$ cat src/rtl/golomb_regular_encoder_pipe_pkg.sv
`default_nettype none
// ============================================================================
// Module  : golomb_regular_encoder_pipe_pkg
// Brief   : Shared defaults and derived constants for the JPEG-LS
//           Golomb-Rice codeword pipeline.
// Revision: 1.0 - initial release
// ============================================================================
package golomb_regular_encoder_pipe_pkg;

  localparam int MERR_W_DEF = 9;
  localparam int K_W_DEF    = 4;
  localparam int LIMIT_DEF  = 32;
  localparam int QBPP_DEF   = 8;
  localparam int CODE_W_DEF = 32;
  localparam int LEN_W_DEF  = 6;
  localparam int STAT_W_DEF = 32;

  // Longest unary prefix allowed before the escape path takes over
  function automatic int unary_max(input int limit, input int qbpp);
    return limit - qbpp - 1;
  endfunction

  localparam int UNARY_MAX_DEF = unary_max(LIMIT_DEF, QBPP_DEF);

endpackage : golomb_regular_encoder_pipe_pkg
`default_nettype wire

$ cat src/rtl/golomb_regular_encoder_pipe_code_build.sv
`default_nettype none
// ============================================================================
// Module  : golomb_code_build
// Brief   : Combinational second-stage builder: turns the stage-1 fields
//           (quotient, masked LSBs, effective limit, escape flag) into the
//           right-aligned codeword and its length.
// Revision: 1.0 - initial release
// ============================================================================
module golomb_code_build #(
  parameter int MERR_W = 9,
  parameter int K_W    = 4,
  parameter int QBPP   = 8,
  parameter int CODE_W = 32,
  parameter int LEN_W  = 6
) (
  input  logic [MERR_W-1:0] merrval,
  input  logic [K_W-1:0]    k,
  input  logic [MERR_W-1:0] q,
  input  logic [MERR_W-1:0] lsbs,
  input  logic [LEN_W-1:0]  limit,
  input  logic              escape,
  output logic [CODE_W-1:0] code,
  output logic [LEN_W-1:0]  code_len
);

  // Sum width wide enough that q + k + 1 cannot overflow before truncation
  localparam int SW = ((MERR_W > LEN_W) ? MERR_W : LEN_W) + K_W + 1;

  logic [MERR_W-1:0] w_merr_m1;
  logic [CODE_W-1:0] w_qbpp_mask;
  logic [SW-1:0]     w_len_sum;

  assign w_merr_m1   = merrval - MERR_W'(1);
  assign w_qbpp_mask = (CODE_W'(1) << QBPP) - CODE_W'(1);
  assign w_len_sum   = SW'(q) + SW'(k) + SW'(1);

  // Escape: marker 1 followed by QBPP bits of MErrval-1; otherwise 1 then k LSBs
  always_comb begin
    code     = '0;
    code_len = '0;
    if (escape) begin
      code     = (CODE_W'(1) << QBPP) | (CODE_W'(w_merr_m1) & w_qbpp_mask);
      code_len = limit;
    end else begin
      code     = (CODE_W'(1) << k) | CODE_W'(lsbs);
      code_len = LEN_W'(w_len_sum);
    end
  end

endmodule : golomb_code_build
`default_nettype wire

$ cat src/rtl/golomb_regular_encoder_pipe.sv
`default_nettype none
// ============================================================================
// Module  : golomb_regular_encoder_pipe
// Brief   : Two-stage pipelined JPEG-LS Golomb-Rice codeword generator with
//           valid/ready handshakes and saturating bit / escape statistics.
// Revision: 1.0 - initial release
// ============================================================================
module golomb_regular_encoder_pipe
  import golomb_regular_encoder_pipe_pkg::*;
#(
  parameter int MERR_W = MERR_W_DEF,
  parameter int K_W    = K_W_DEF,
  parameter int LIMIT  = LIMIT_DEF,
  parameter int QBPP   = QBPP_DEF,
  parameter int CODE_W = CODE_W_DEF,
  parameter int LEN_W  = LEN_W_DEF,
  parameter int STAT_W = STAT_W_DEF
) (
  input  logic              clk,
  input  logic              reset,
  input  logic              in_valid,
  output logic              in_ready,
  input  logic [MERR_W-1:0] merrval,
  input  logic [K_W-1:0]    k,
  input  logic [4:0]        limit_adj,
  output logic              out_valid,
  input  logic              out_ready,
  output logic [CODE_W-1:0] code,
  output logic [LEN_W-1:0]  code_len,
  output logic              is_escape,
  input  logic              clear_stats,
  output logic [STAT_W-1:0] bit_count,
  output logic [STAT_W-1:0] esc_count
);

  // Threshold arithmetic needs headroom for a negative result
  localparam int TW       = ((LEN_W > MERR_W) ? LEN_W : MERR_W) + 2;
  localparam int THR_BASE = unary_max(LIMIT, QBPP);

  // ---------------- stage-1 combinational field extraction -----------------
  logic [MERR_W-1:0] w_q;
  logic [MERR_W-1:0] w_mask;
  logic [TW-1:0]     w_thr;
  logic [LEN_W-1:0]  w_limit;
  logic              w_escape;
  logic              w_k_big;

  assign w_k_big  = (int'(k) >= MERR_W);
  assign w_q      = w_k_big ? '0 : (merrval >> k);
  assign w_mask   = w_k_big ? '1 : ((MERR_W'(1) << k) - MERR_W'(1));
  assign w_limit  = LEN_W'(LIMIT) - LEN_W'(limit_adj);
  assign w_thr    = TW'(THR_BASE) - TW'(limit_adj);
  // Non-positive threshold means every value escapes
  assign w_escape = w_thr[TW-1] || (w_thr == '0) || (TW'(w_q) >= w_thr);

  // ---------------- pipeline registers and flow control --------------------
  logic              r_s1_valid;
  logic [MERR_W-1:0] r_s1_merrval;
  logic [K_W-1:0]    r_s1_k;
  logic [MERR_W-1:0] r_s1_q;
  logic [MERR_W-1:0] r_s1_lsbs;
  logic [LEN_W-1:0]  r_s1_limit;
  logic              r_s1_escape;

  logic              r_out_valid;
  logic [CODE_W-1:0] r_code;
  logic [LEN_W-1:0]  r_code_len;
  logic              r_is_escape;

  logic [STAT_W-1:0] r_bit_count;
  logic [STAT_W-1:0] r_esc_count;

  logic              w_s2_load;
  logic              w_out_xfer;
  logic [CODE_W-1:0] w_build_code;
  logic [LEN_W-1:0]  w_build_len;

  assign w_s2_load  = r_s1_valid && (!r_out_valid || out_ready);
  assign w_out_xfer = r_out_valid && out_ready;
  assign in_ready   = !reset && (!r_s1_valid || w_s2_load);

  // Stage 1: capture quotient, masked LSBs, effective limit and escape decision
  always_ff @(posedge clk) begin
    if (reset) begin
      r_s1_valid   <= 1'b0;
      r_s1_merrval <= '0;
      r_s1_k       <= '0;
      r_s1_q       <= '0;
      r_s1_lsbs    <= '0;
      r_s1_limit   <= '0;
      r_s1_escape  <= 1'b0;
    end else if (in_ready) begin
      r_s1_valid <= in_valid;
      if (in_valid) begin
        r_s1_merrval <= merrval;
        r_s1_k       <= k;
        r_s1_q       <= w_q;
        r_s1_lsbs    <= merrval & w_mask;
        r_s1_limit   <= w_limit;
        r_s1_escape  <= w_escape;
      end
    end
  end

  golomb_code_build #(
    .MERR_W (MERR_W),
    .K_W    (K_W),
    .QBPP   (QBPP),
    .CODE_W (CODE_W),
    .LEN_W  (LEN_W)
  ) u_code_build (
    .merrval  (r_s1_merrval),
    .k        (r_s1_k),
    .q        (r_s1_q),
    .lsbs     (r_s1_lsbs),
    .limit    (r_s1_limit),
    .escape   (r_s1_escape),
    .code     (w_build_code),
    .code_len (w_build_len)
  );

  // Stage 2: register the built codeword; hold it while downstream stalls
  always_ff @(posedge clk) begin
    if (reset) begin
      r_out_valid <= 1'b0;
      r_code      <= '0;
      r_code_len  <= '0;
      r_is_escape <= 1'b0;
    end else if (w_s2_load) begin
      r_out_valid <= 1'b1;
      r_code      <= w_build_code;
      r_code_len  <= w_build_len;
      r_is_escape <= r_s1_escape;
    end else if (out_ready) begin
      r_out_valid <= 1'b0;
    end
  end

  // ---------------- rate statistics ----------------------------------------
  logic [STAT_W:0] w_bit_sum;
  logic [STAT_W:0] w_esc_sum;

  assign w_bit_sum = {1'b0, r_bit_count} + (STAT_W+1)'(r_code_len);
  assign w_esc_sum = {1'b0, r_esc_count} + (STAT_W+1)'(r_is_escape);

  // Saturating counters advanced on output transfers; clear has priority
  always_ff @(posedge clk) begin
    if (reset || clear_stats) begin
      r_bit_count <= '0;
      r_esc_count <= '0;
    end else if (w_out_xfer) begin
      r_bit_count <= w_bit_sum[STAT_W] ? '1 : w_bit_sum[STAT_W-1:0];
      r_esc_count <= w_esc_sum[STAT_W] ? '1 : w_esc_sum[STAT_W-1:0];
    end
  end

  assign out_valid = r_out_valid;
  assign code      = r_code;
  assign code_len  = r_code_len;
  assign is_escape = r_is_escape;
  assign bit_count = r_bit_count;
  assign esc_count = r_esc_count;

endmodule : golomb_regular_encoder_pipe
`default_nettype wire

$ cat config.mk
export PLATFORM = sky130hd
export DESIGN_NAME = golomb_regular_encoder_pipe
export DESIGN_NICKNAME = d
export VERILOG_FILES = /design/src/rtl/golomb_regular_encoder_pipe_pkg.sv /design/src/rtl/golomb_regular_encoder_pipe_code_build.sv /design/src/rtl/golomb_regular_encoder_pipe.sv
export SDC_FILE = /design/constraint.sdc
export NUM_CORES = 1
export LEC_CHECK = 0
export CAP_MARGIN = 20
export CELL_PAD_IN_SITES_DETAIL_PLACEMENT = 1
export CELL_PAD_IN_SITES_GLOBAL_PLACEMENT = 1
export CORE_MARGIN = 1
export CORE_UTILIZATION = 37
export DETAILED_ROUTE_END_ITERATION = 8
export PLACE_DENSITY_LB_ADDON = 0.1
export SYNTH_ARGS = -nofsm -noshare
export SYNTH_HDL_FRONTEND = slang
export SYNTH_SLANG_ARGS = --single-unit
$ cat constraint.sdc
create_clock -name clk -period 3.1 [get_ports clk]
set_clock_uncertainty 0.15 [all_clocks]
set_input_delay 0.62 -clock clk [delete_from_list [all_inputs] [get_ports clk]]
set_output_delay 0.62 -clock clk [all_outputs]
set_load 0.01 [all_outputs]
==> flow_metrics.env <==
export IMPL_use_met2=0.401
export IMPL_cts_max_level=4
export IMPL_placed_cells=1143
export IMPL_syn_to_final_growth_pct=31.5
export IMPL_clk_latency_ns=0.42
export IMPL_r2r_end="bit_count[22]"
export IMPL_yosysTopAreaCellShare=0.369
export IMPL_final_common_cell="dfxtp_1"
export IMPL_io_buffers=111
export IMPL_pre_cts_ws_ns=-0.376
export IMPL_hpwl_mm=14.7
export IMPL_final_cells=1176
export IMPL_clockPowerShare=0.488
export IMPL_gp_congestion=0.898
export IMPL_fin_area_um2=8790
export IMPL_coreArea_um2=17500
export IMPL_cp_startpoint="k[0]"
export IMPL_syn_avg_cell_area_um2=8.25
export IMPL_power_switching_mw=1.06
export IMPL_critPathArrivalTime_ns=3.07
export IMPL_yosysTopAreaCell="dfxtp_1"
export IMPL_placed_area_um2=8150
export IMPL_grt_busiest_layer="met2"
export IMPL_setup_viol=0
export IMPL_grt_overflow=0
export IMPL_vias=6326
export IMPL_slew_violations=0
export IMPL_grt_max_degree=60
export IMPL_viasPerCell=5.38
export IMPL_power_density_nw_per_um2=473
export IMPL_dieArea_um2=18600
export IMPL_hold_viol=0
export IMPL_endpoint="r_s1_escape"
export IMPL_final_cell_mix="dfxtp_1 (123), clkdlybuf4s50_1 (109), a21oi_1 (85)"
export IMPL_hold_class="reg -> reg"
export IMPL_synth_xor_area_share=0.0721
export IMPL_finalWirelength_mm=19.8
export IMPL_cp_end_kind="register"
export IMPL_critical_path_class="in -> reg"
export IMPL_grt_pass1_wl_mm=32.4
export IMPL_cts_sinks=123
export IMPL_num_rows=48
export IMPL_synth_mux_area_frac=0.0311
export IMPL_grt_met1_usage=0.265
export IMPL_r2r_slack_ns=0.43
export IMPL_syn_area_um2=6680
export IMPL_fp_dieW_um=136
export IMPL_drc=0
export IMPL_fmax_mhz=341
export IMPL_drv_cap=0
export IMPL_synth_distinct_cells=62
export IMPL_drt_iter0_drc=328
export IMPL_grt_met3_usage=0.0354
export IMPL_synthAdderAreaFrac=0.0584
export IMPL_worst_slew_pin_slew_ns=0.858
export IMPL_ios=128
export IMPL_drt_antenna_violating_nets=0
export IMPL_switching_share=0.255
export IMPL_combPwrFrac=0.110
export IMPL_cts_tree="done"
export IMPL_cts_buffer_depth=2
export IMPL_cts_buffers=17
export IMPL_peakVddDrop_mv=0.393
export IMPL_cp_max_fo=2
export IMPL_synth_top_family_by_area="simple AND/OR/NAND/NOR gates"
export IMPL_drive_above_1_share=0.115
export IMPL_reg2reg_depth=9
export IMPL_path_clk_slew_ns=0.06
export IMPL_required_ns=3.24
export IMPL_grtUsageTotal=0.222
export IMPL_ys_async_sr_fraction=0
export IMPL_ys_top_cells_by_area="dfxtp_1 (37%), a21oi_1 (6.4%), ha_1 (5.2%)"
export IMPL_antenna_found_initial=0
export IMPL_antenna_diode_count=0
export IMPL_period_share=0.946
export IMPL_synth_simple_area_share=0.229
export IMPL_synth_compound_area_share=0.181
export IMPL_rsz0062_at_grt="no"
export IMPL_yosys_warnings=0
export IMPL_firstDrtPassIters=5
export IMPL_dieHeight_um=136
export IMPL_root_buffer="clkbuf_16"
export IMPL_yosysSeqAreaShare=0.369
export IMPL_whs_ns=0.304
export IMPL_synth_cells=810
export IMPL_nets=991
export IMPL_relSlewSlack=0.427
export IMPL_synth_edf_count=0
export IMPL_reg2reg_from="code_len[0]"
export IMPL_synth_seq_cells=123
export IMPL_ys_flop_type="dfxtp_1"
export IMPL_worst_slack_ns=0.168
export IMPL_p_leak_nw=3.36
export IMPL_status="finished, final reports clean"
export IMPL_cts_hold_buf=0
export IMPL_grt_pass1_vias=6447
export IMPL_intPower_mw=3.09
export IMPL_seqPwrFrac=0.402
export IMPL_startpoint_type="primary input"
export IMPL_post_route_min_period_ns=2.93
export IMPL_fin_tns_setup_ns=0
export IMPL_start_util=0.382
export IMPL_wl_per_cell_um=16.9
what timing repair did:
item,CTS,global route
setup endpoints to repair,0,1
setup buffers,0,1
gates resized for setup,0,5
through the flow:
| stage | utilization | power [mW] |
|---|---|---|
| 6_report | 0.503 | 4.15 |
| 3_3_place_gp | 0.467 | 2.14 |
| 4_1_cts | 0.501 | 4.18 |
| 5_1_grt | 0.503 | 4.31 |
| 2_1_floorplan | - | 1.98 |
| 3_5_place_dp | 0.467 | 2.16 |
power groups by stage:
stage	Combinational, mW	Sequential, mW	Clock (mW)
2_1_floorplan	0.288	1.69	0
3_3_place_gp	0.434	1.70	0
3_5_place_dp	0.451	1.71	0
4_1_cts	0.454	1.67	2.06
5_1_grt	0.509	1.68	2.13
6_report	0.457	1.67	2.03
worst max-delay path, cell delays in order:
cell	delay, ns
clkdlybuf4s50_1	0.50
mux4_2	0.50
mux2i_1	0.17
nor2_1	0.09
ha_1	0.30
a21o_1	0.18
a21oi_1	0.18
a21oi_1	0.11
a211oi_2	0.21
o21a_1	0.15
o21ai_0	0.07
area by class of cell:
cell class / instances / area (um2)
fillers: 2076 / 8690
multi-input cells: 614 / 3900
flip-flops and latches: 123 / 2460
repair buffers: 155 / 1440
clock buffers: 18 / 429
well taps: 225 / 282
clock inverters: 14 / 174
inverters: 27 / 101
state kept, by name, indices dropped and copies added, names as in the netlist:
| name | flops |
|---|---|
| code_len | 6 |
| r_s1_valid | 1 |
| esc_count | 32 |
| r_s1_limit | 6 |
| r_s1_k | 4 |
| out_valid | 1 |
| code | 16 |
| bit_count | 32 |
| r_s1_lsbs | 9 |
| r_s1_escape | 1 |
| r_s1_merrval | 8 |
| is_escape | 1 |
| r_s1_q | 6 |
per-layer routing:
layer  routed length (um)  vias up  part of all wire
met5                    0        -                 0
met4                  272        0             0.014
met3                  554       23             0.028
met2                10200      119              0.51
met1                 8830     3064              0.44
li1                     -     3120                 -
synthesized netlist by cell type, types with 11 or more instances:
master and instances:
nor3_1 20, xnor2_1 30, nand4_1 20, inv_1 27, xor2_1 25, clkbuf_1 42, a21oi_1 86, mux2i_1 14
nand3b_1 16, nor2_1 75, a31oi_1 11, nand3_1 32, a211oi_1 25, buf_4 16, nand2_1 80, o21ai_0 24
ha_1 28, dfxtp_1 123
worst min-delay path by stage:
stage | startpoint | cells after the start | end
final | r_s1_lsbs[7] | 2 | r_s1_lsbs[7]
after global routing | r_s1_lsbs[5] | 2 | r_s1_lsbs[5]
after CTS | r_s1_lsbs[7] | 2 | r_s1_lsbs[7]
after detailed placement | r_s1_lsbs[7] | 2 | r_s1_lsbs[7]
after global placement | r_s1_lsbs[5] | 2 | r_s1_lsbs[5]
after floorplan | r_s1_lsbs[0] | 2 | r_s1_lsbs[0]
logic make-up (layout without fill, tap and decap cells):
logic type,count (synthesis),in the layout
flops,123,123
xor+xnor,55,55
other cells,1,16
fa+ha+maj,30,30
mux,18,18
compound gates,192,192
buf+inv,88,214
simple gates,303,303
Power figures use the tool's default switching activity.
